==> src/rtl/sseg_text_buffer_ctrl.sv <==
// Eight-digit text line for the multiplexed seven-segment driver: right-entering
// scroll of pushed characters, backspace, swept clear and whole-display blink.
module sseg_text_buffer_ctrl #(
    parameter int unsigned BLINK_TICKS = 25000000
) (
    input  logic       clk,
    input  logic       reset,
    input  logic       push,
    input  logic [3:0] push_data,
    input  logic       push_dp,
    input  logic       backspace,
    input  logic       clear,
    input  logic       blink_en,
    output logic       ready,
    output logic [3:0] count,
    output logic       full,
    output logic [5:0] D0,
    output logic [5:0] D1,
    output logic [5:0] D2,
    output logic [5:0] D3,
    output logic [5:0] D4,
    output logic [5:0] D5,
    output logic [5:0] D6,
    output logic [5:0] D7
);

    typedef enum logic {IDLE, CLEARING} state_t;

    localparam logic [25:0] BLINK_LAST = 26'(BLINK_TICKS - 1);

    state_t      state, state_next;
    logic [5:0]  slots      [8];
    logic [5:0]  slots_next [8];
    logic [3:0]  count_next;
    logic [2:0]  idx, idx_next;
    logic        ready_next;
    logic [25:0] blink_cnt;
    logic        phase;

    always_comb begin
        // NOTE: every combinational output gets a default first so no path infers a latch.
        state_next = state;
        slots_next = slots;
        count_next = count;
        idx_next   = idx;
        ready_next = ready;

        case (state)
            IDLE: begin
                if (clear) begin
                    count_next = 4'd0;
                    idx_next   = 3'd0;
                    ready_next = 1'b0;
                    state_next = CLEARING;
                end else if (backspace) begin
                    if (count != 4'd0) begin
                        for (int i = 0; i < 7; i++) slots_next[i] = slots[i+1];
                        slots_next[7] = 6'd0;
                        count_next    = count - 4'd1;
                    end
                end else if (push) begin
                    // Shifting toward D7 drops the oldest character when the line is full.
                    for (int i = 7; i > 0; i--) slots_next[i] = slots[i-1];
                    slots_next[0] = {1'b1, push_data, push_dp};
                    if (count != 4'd8) count_next = count + 4'd1;
                end
            end
            CLEARING: begin
                if (clear) begin
                    idx_next = 3'd0;
                end else begin
                    slots_next[idx] = 6'd0;
                    idx_next        = idx + 3'd1;
                    if (idx == 3'd7) begin
                        ready_next = 1'b1;
                        state_next = IDLE;
                    end
                end
            end
            default: state_next = IDLE;
        endcase
    end

    // NOTE: the digit slots are reset along with the control state so empty digits read blank.
    always_ff @(posedge clk) begin
        if (reset) begin
            state <= IDLE;
            for (int i = 0; i < 8; i++) slots[i] <= 6'd0;
            count <= 4'd0;
            full  <= 1'b0;
            idx   <= 3'd0;
            ready <= 1'b1;
        end else begin
            // NOTE: non-blocking assignments keep every register updating from pre-edge values.
            state <= state_next;
            slots <= slots_next;
            count <= count_next;
            full  <= (count_next == 4'd8);
            idx   <= idx_next;
            ready <= ready_next;
        end
    end

    always_ff @(posedge clk) begin
        if (reset || !blink_en) begin
            blink_cnt <= 26'd0;
            phase     <= 1'b1;
        end else if (blink_cnt == BLINK_LAST) begin
            blink_cnt <= 26'd0;
            phase     <= ~phase;
        end else begin
            blink_cnt <= blink_cnt + 26'd1;
        end
    end

    // Only the enable bit blinks; hex and dp pass straight through.
    assign D0 = {slots[0][5] & phase, slots[0][4:0]};
    assign D1 = {slots[1][5] & phase, slots[1][4:0]};
    assign D2 = {slots[2][5] & phase, slots[2][4:0]};
    assign D3 = {slots[3][5] & phase, slots[3][4:0]};
    assign D4 = {slots[4][5] & phase, slots[4][4:0]};
    assign D5 = {slots[5][5] & phase, slots[5][4:0]};
    assign D6 = {slots[6][5] & phase, slots[6][4:0]};
    assign D7 = {slots[7][5] & phase, slots[7][4:0]};

endmodule

==> config.mk <==
export PLATFORM = sky130hd
export DESIGN_NAME = sseg_text_buffer_ctrl
export DESIGN_NICKNAME = d
export VERILOG_FILES = /design/src/rtl/sseg_text_buffer_ctrl.sv
export SDC_FILE = /design/constraint.sdc
export NUM_CORES = 1
export LEC_CHECK = 0
export BUFFER_PORTS_ARGS = -buffer_cell sky130_fd_sc_hd__buf_2
export CAP_MARGIN = 40
export CORE_MARGIN = 2
export CORE_UTILIZATION = 35
export DETAILED_ROUTE_END_ITERATION = 12
export GPL_ROUTABILITY_DRIVEN = 0
export PLACE_DENSITY = 0.65
export SYNTH_ARGS = -nofsm -noshare
export SYNTH_HDL_FRONTEND = slang
export SYNTH_SLANG_ARGS = --single-unit
==> constraint.sdc <==
create_clock -name clk -period 1.9 [get_ports clk]
set_clock_uncertainty 0.2 [all_clocks]
set_input_delay 0.38 -clock clk [delete_from_list [all_inputs] [get_ports clk]]
set_output_delay 0.38 -clock clk [all_outputs]
set_load 0.02 [all_outputs]
## After elaboration in Yosys (flattened, before gate mapping)

Cells that the tools add are included.

| operators by class | value |
|---|---|
| add/sub/neg operators | 4 |
| $lt $le $gt $ge | 2 |
| equal/unequal tests | 10 |
| multiplexer cells | 25 |
| bitwise gates (word level) | 13 |
| reduce and logical (&&, ||, !) cells | 7 |

Operators by type and width:

| operator | count |
|---|---|
| $mux W48 | 5 |
| $pmux W48 S2 | 1 |
| $and A48 B48 Y48 | 1 |
| $not A48 Y48 | 1 |
| $add A26 B1 Y26 const B | 1 |
| $eq A26 B25 Y1 const B | 1 |
| $mux W4 | 6 |
| $demux W6 S3 | 1 |
| $and A1 B1 Y1 | 8 |
| $mux W1 | 6 |
| $mux W3 | 2 |
| $mux W6 | 1 |
| $ne A2 B2 Y1 const B | 3 |
| $ne A3 B3 Y1 const B | 2 |
| $pmux W3 S2 | 1 |
| $add A4 B1 Y4 const B | 1 |
| $eq A4 B4 Y1 const B | 1 |
| $ge A4 B4 Y1 const B | 1 |
| $lt A4 B1 Y1 const B | 1 |
| $ne A4 B4 Y1 const B | 1 |
| $not A3 Y4 | 1 |
| $pmux W1 S2 | 2 |
| $reduce_and A4 Y1 | 1 |
| $reduce_bool A4 Y1 | 1 |
| other kinds (10) | 11 |

| word-level totals | value |
|---|---|
| register bits after elaboration | 85 |
| input bits | 11 |
| word-level logic and storage cells | 76 |

## Logic depth before layout (Yosys ltp)

| depth | value |
|---|---|
| word-level depth | 9 |
| gate-level depth with buffers | 8 |

## Worst setup path before layout

OpenSTA, ideal clock, no wires.

| timing path | value |
|---|---|
| kind | reg2reg |
| from | register count[0] |
| to | register slots (netlist bit D0[0]) |
| arrival time | 1906 ps |
| data required time | 1630 ps |
| path slack | -276 ps |
| stages on the path, launching flop included | 9 |
| path buffers | 2 |
| clock period less this slack | 2176 ps |
| path through | dfxtp_1 inv_1 ha_1 nor3b_2 a21o_1 or3_1 buf_2 buf_6 o2bb2ai_1 |

| between the ends | value |
|---|---|
| word-level cells in the longest chain between the ends | 3 |

RTL lines:

| item | RTL line | text |
|---|---|---|
| start, declared | 15 | `output logic [3:0] count,` |
| start signal, assigned | 97 | `count <= count_next;` |
| $reduce_bool A4 Y1 | 56 | `if (count != 4'd0) begin` |
| $ne A3 B3 Y1 (no line) | -- |  |
| $reduce_and A4 Y1 (no line) | -- |  |
| end signal, assigned | 96 | `slots <= slots_next;` |
| end, declared | 32 | `logic [5:0] slots [8];` |

No other way between the ends.
A chain may end at the register's enable or synchronous reset.

## Final worst setup path

| timing path | value |
|---|---|
| from | register count[1] |
| to | register slots (netlist bit D7[0]) |

The elaborated chain is that of the path after synthesis.

==> reports/summary.txt <==
worst rel slew slack = 69.8%
P_int = 2940 µW
synthesized-area fraction occupied by adder cells = 1.50%
status = complete, no violations
Antenna diodes = 0
crit start category = flop
Reg2Reg Setup Slack = 7 ps
Simple-Gate Fraction of Synth Area = 16.0%
Leak = 0.00206 µW
DRC violations left = 0
Final ANT Viol Nets = 0
Clock Power Share = 43.0%
Syn Inst Count = 437
syn nets = 453
Hold Vio Cnt, Final = 0
Area Overhead vs Synth = 18.0%
mux contribution to synthesized area = 11.2%
FP Rows = 39
vias per cell = 5.20
PwrDens = 808 nW/µm²
Slew @ Worst Pin = 452 ps
Final Util = 42.9%
maxcap violations = 0
Netlist cell types = 44
area of the multi-input gates = 2130 µm²
Crit Path Max Fanout = 7
Final period util = 99.6%
setup violators final = 0
RSZ-0062 raised after global routing = yes
Final min period = 1890 ps
largest family of logic cells by synthesized area = simple AND/OR/NAND/NOR gates
Fmax achieved = 0.528 GHz
peak supply drop = 0.000511 V
FF/Latch Area = 1710 µm²
first-pass GRT wire length = 15.9 mm
I/O pin cnt = 65
Reg2Reg Depth = 8
reg-to-reg startpoint = count[1]
worst min-delay path class = input pin to flop
Seq/Total Area, Yosys = 40.7%
EDFF count, synth = 0
Die X = 113 µm
Net Switching = 1040 µW
logic gate share of total power = 10.7%
H-tree Lvls = 3
hold_sp = push_data[0]
Die H = 113 µm
Core Box Area = 11500 µm²
Initial Utilization = 36.3%
Clock Latency Late Sink = 340 ps
Reg power frac = 46.3%
CTS tree = built
fin nets = 503
port bufs = 64
Post-synth top flop = dfxtp_1
Hold Path End = D0[1]
critical path type = flop to flop
mean post-synth cell area = 9.57 µm²
required time of the critical path = 1940 ps
dpl hpwl = 6.91 mm
Max clock buf depth = 2
r2r endpoint = D7[0]
Placed Area = 4560 µm²
Root Driver = clkbuf_16
largest net degree at the start of global routing = 44
Pwr Total = 3990 µW
Post-synth ARST share = 0%
1st-iter DRT viols = 198
Hold Path Depth = 3
CP endpoint kind = flop
complex-gate fraction of the synthesized area = 14.6%
total die area = 12800 µm²
XOR/XNOR Fraction of Synth Area = 5.66%
yosys warns = 0
Crit. Startpoint = count[1]
Synth Register Bits = 85
FILL cells = 1098
Routed WL = 9.56 mm
CTS clock-pin slew for the worst setup and hold paths = 70 ps
share of cells above drive strength 1 = 29.3%
Final Instance Area = 4930 µm²
vias in the first global route = 3158
wire per inst = 15.1 µm
initial antenna violation count = 0
via count = 3303
fin. max-slew vios = 0
Post-CTS Setup Inserts = 0
GRT Total Usage = 15.5%
grt ovf = 0
CTS Sinks = 85
dpl ws = -14.1 ps
Sw Ratio = 26.2%
Post-Syn Area = 4180 µm²
Pre-Repair DR Iteration Count = 4
total CTS buffers = 9
WP data arrival = 1930 ps
Final Worst Setup Slack = 7.26 ps
how the worst max path moves through the flow:
stage             to  slack, ps  depth (start not counted)
6_report       D7[0]          7                          8
5_1_grt        D7[0]        -60                          8
4_1_cts        D4[2]          3                          7
3_5_place_dp   D7[3]        -10                          8
3_3_place_gp   D4[1]         70                          7
2_1_floorplan  D0[0]         -5                          8
stage by stage:
stage          hold slack (ps)  TNS [ps]  instances
2_1_floorplan              218      -146        437
3_3_place_gp               233         0        619
3_5_place_dp               244     -32.4        619
4_1_cts                   97.3         0        635
5_1_grt                    116     -1320        635
6_report                   116         0        635
synth_stat cells (4+ instances only):
library cell / n / share of area [%]
xor2_1: 21 / 4.4
nand4_1: 10 / 1.5
xnor2_1: 6 / 1.3
buf_2: 5 / 0.60
and3_1: 4 / 0.60
a22o_1: 6 / 1.3
ha_1: 5 / 1.5
inv_1: 7 / 0.63
o21ai_1: 6 / 0.72
dfxtp_1: 85 / 41
a21oi_1: 4 / 0.48
clkbuf_1: 8 / 0.72
buf_6: 4 / 1.1
buf_4: 41 / 7.4
nand2b_1: 8 / 1.2
o2bb2ai_1: 36 / 7.5
nor2_1: 46 / 4.1
and2_1: 10 / 1.5
nor3_1: 7 / 0.84
mux2_2: 6 / 1.6
o21ai_0: 10 / 1.2
nand3_1: 13 / 1.6
mux2i_1: 40 / 9.6
a211oi_1: 6 / 1.1
nand2_1: 15 / 1.3
power by group through the flow:
stage	logic, µW	clock network, µW	registers (µW)
after floorplan	274	0	1880
final	428	1710	1850
after global placement	399	0	1880
after CTS	416	1760	1850
after detailed placement	409	0	1890
after global routing	465	1840	1850
layout by cell type, fill, tap and decap left out, types with 7 or more instances in the layout:
cell       netlist  layout
dfxtp_1         85      82
nand3_1         13      13
nand4_1         10      10
and2_1          10      10
clkbuf_16        0       9
nand2_1         15      15
o2bb2ai_1       36      32
nor2_1          46      45
o21ai_0         10      10
mux2i_1         40      40
xor2_1          21      21
buf_2            5      64
nor3_1           7       7
nand2b_1         8       8
buf_4           41      27
cell type report:
class | count | area share, %
sequential | 85 | 34.7
tap | 143 | 3.63
timing repair buffer | 97 | 12.1
clock buffer | 10 | 4.84
clock inverter | 6 | 1.09
inverter | 7 | 0.532
multi-input combinational | 287 | 43.1
critical path: stages, from the launching register on:
cell	delay (ps)
dfxtp_4	340
inv_2	40
ha_4	150
nor3b_4	140
a21o_1	230
o21bai_4	250
buf_6	140
o21ai_4	70
a22o_1	230
layer usage:
| metal | vias to the layer above | wire length [µm] | part of all wire, % | GRT usage [%] |
|---|---|---|---|---|
| met5 | - | 0 | 0 | 0 |
| met4 | 0 | 182 | 1.9 | 5.28 |
| met3 | 18 | 414 | 4.3 | 4.02 |
| met2 | 78 | 4590 | 48 | 25.9 |
| met1 | 1580 | 4370 | 46 | 19.3 |
| li1 | 1627 | - | - | - |
kinds of logic (layout without fill, tap and decap cells):
family	Yosys count	in the layout
fa+ha+maj	5	5
mux	46	46
xor+xnor	27	27
compound gates	80	80
buf+inv	65	120
simple gates	129	129
flops	85	85
state kept, by name, summed over array words and instances (netlist names), 3 cells and up:
name,cells
D0,5
D1,5
D2,5
D3,5
D4,5
D5,5
D6,5
D7,5
blink_cnt,26
count,4
idx,3
slots,8
what timing repair did:
action,in CTS,in global routing
hold buffers,0,0
endpoints found under the setup margin,6,49
resized for setup,3,15
pin swaps,0,3
gates cloned,0,0
hold endpoints to repair,0,0
Note: power is estimated with default switching activity, not from simulation.
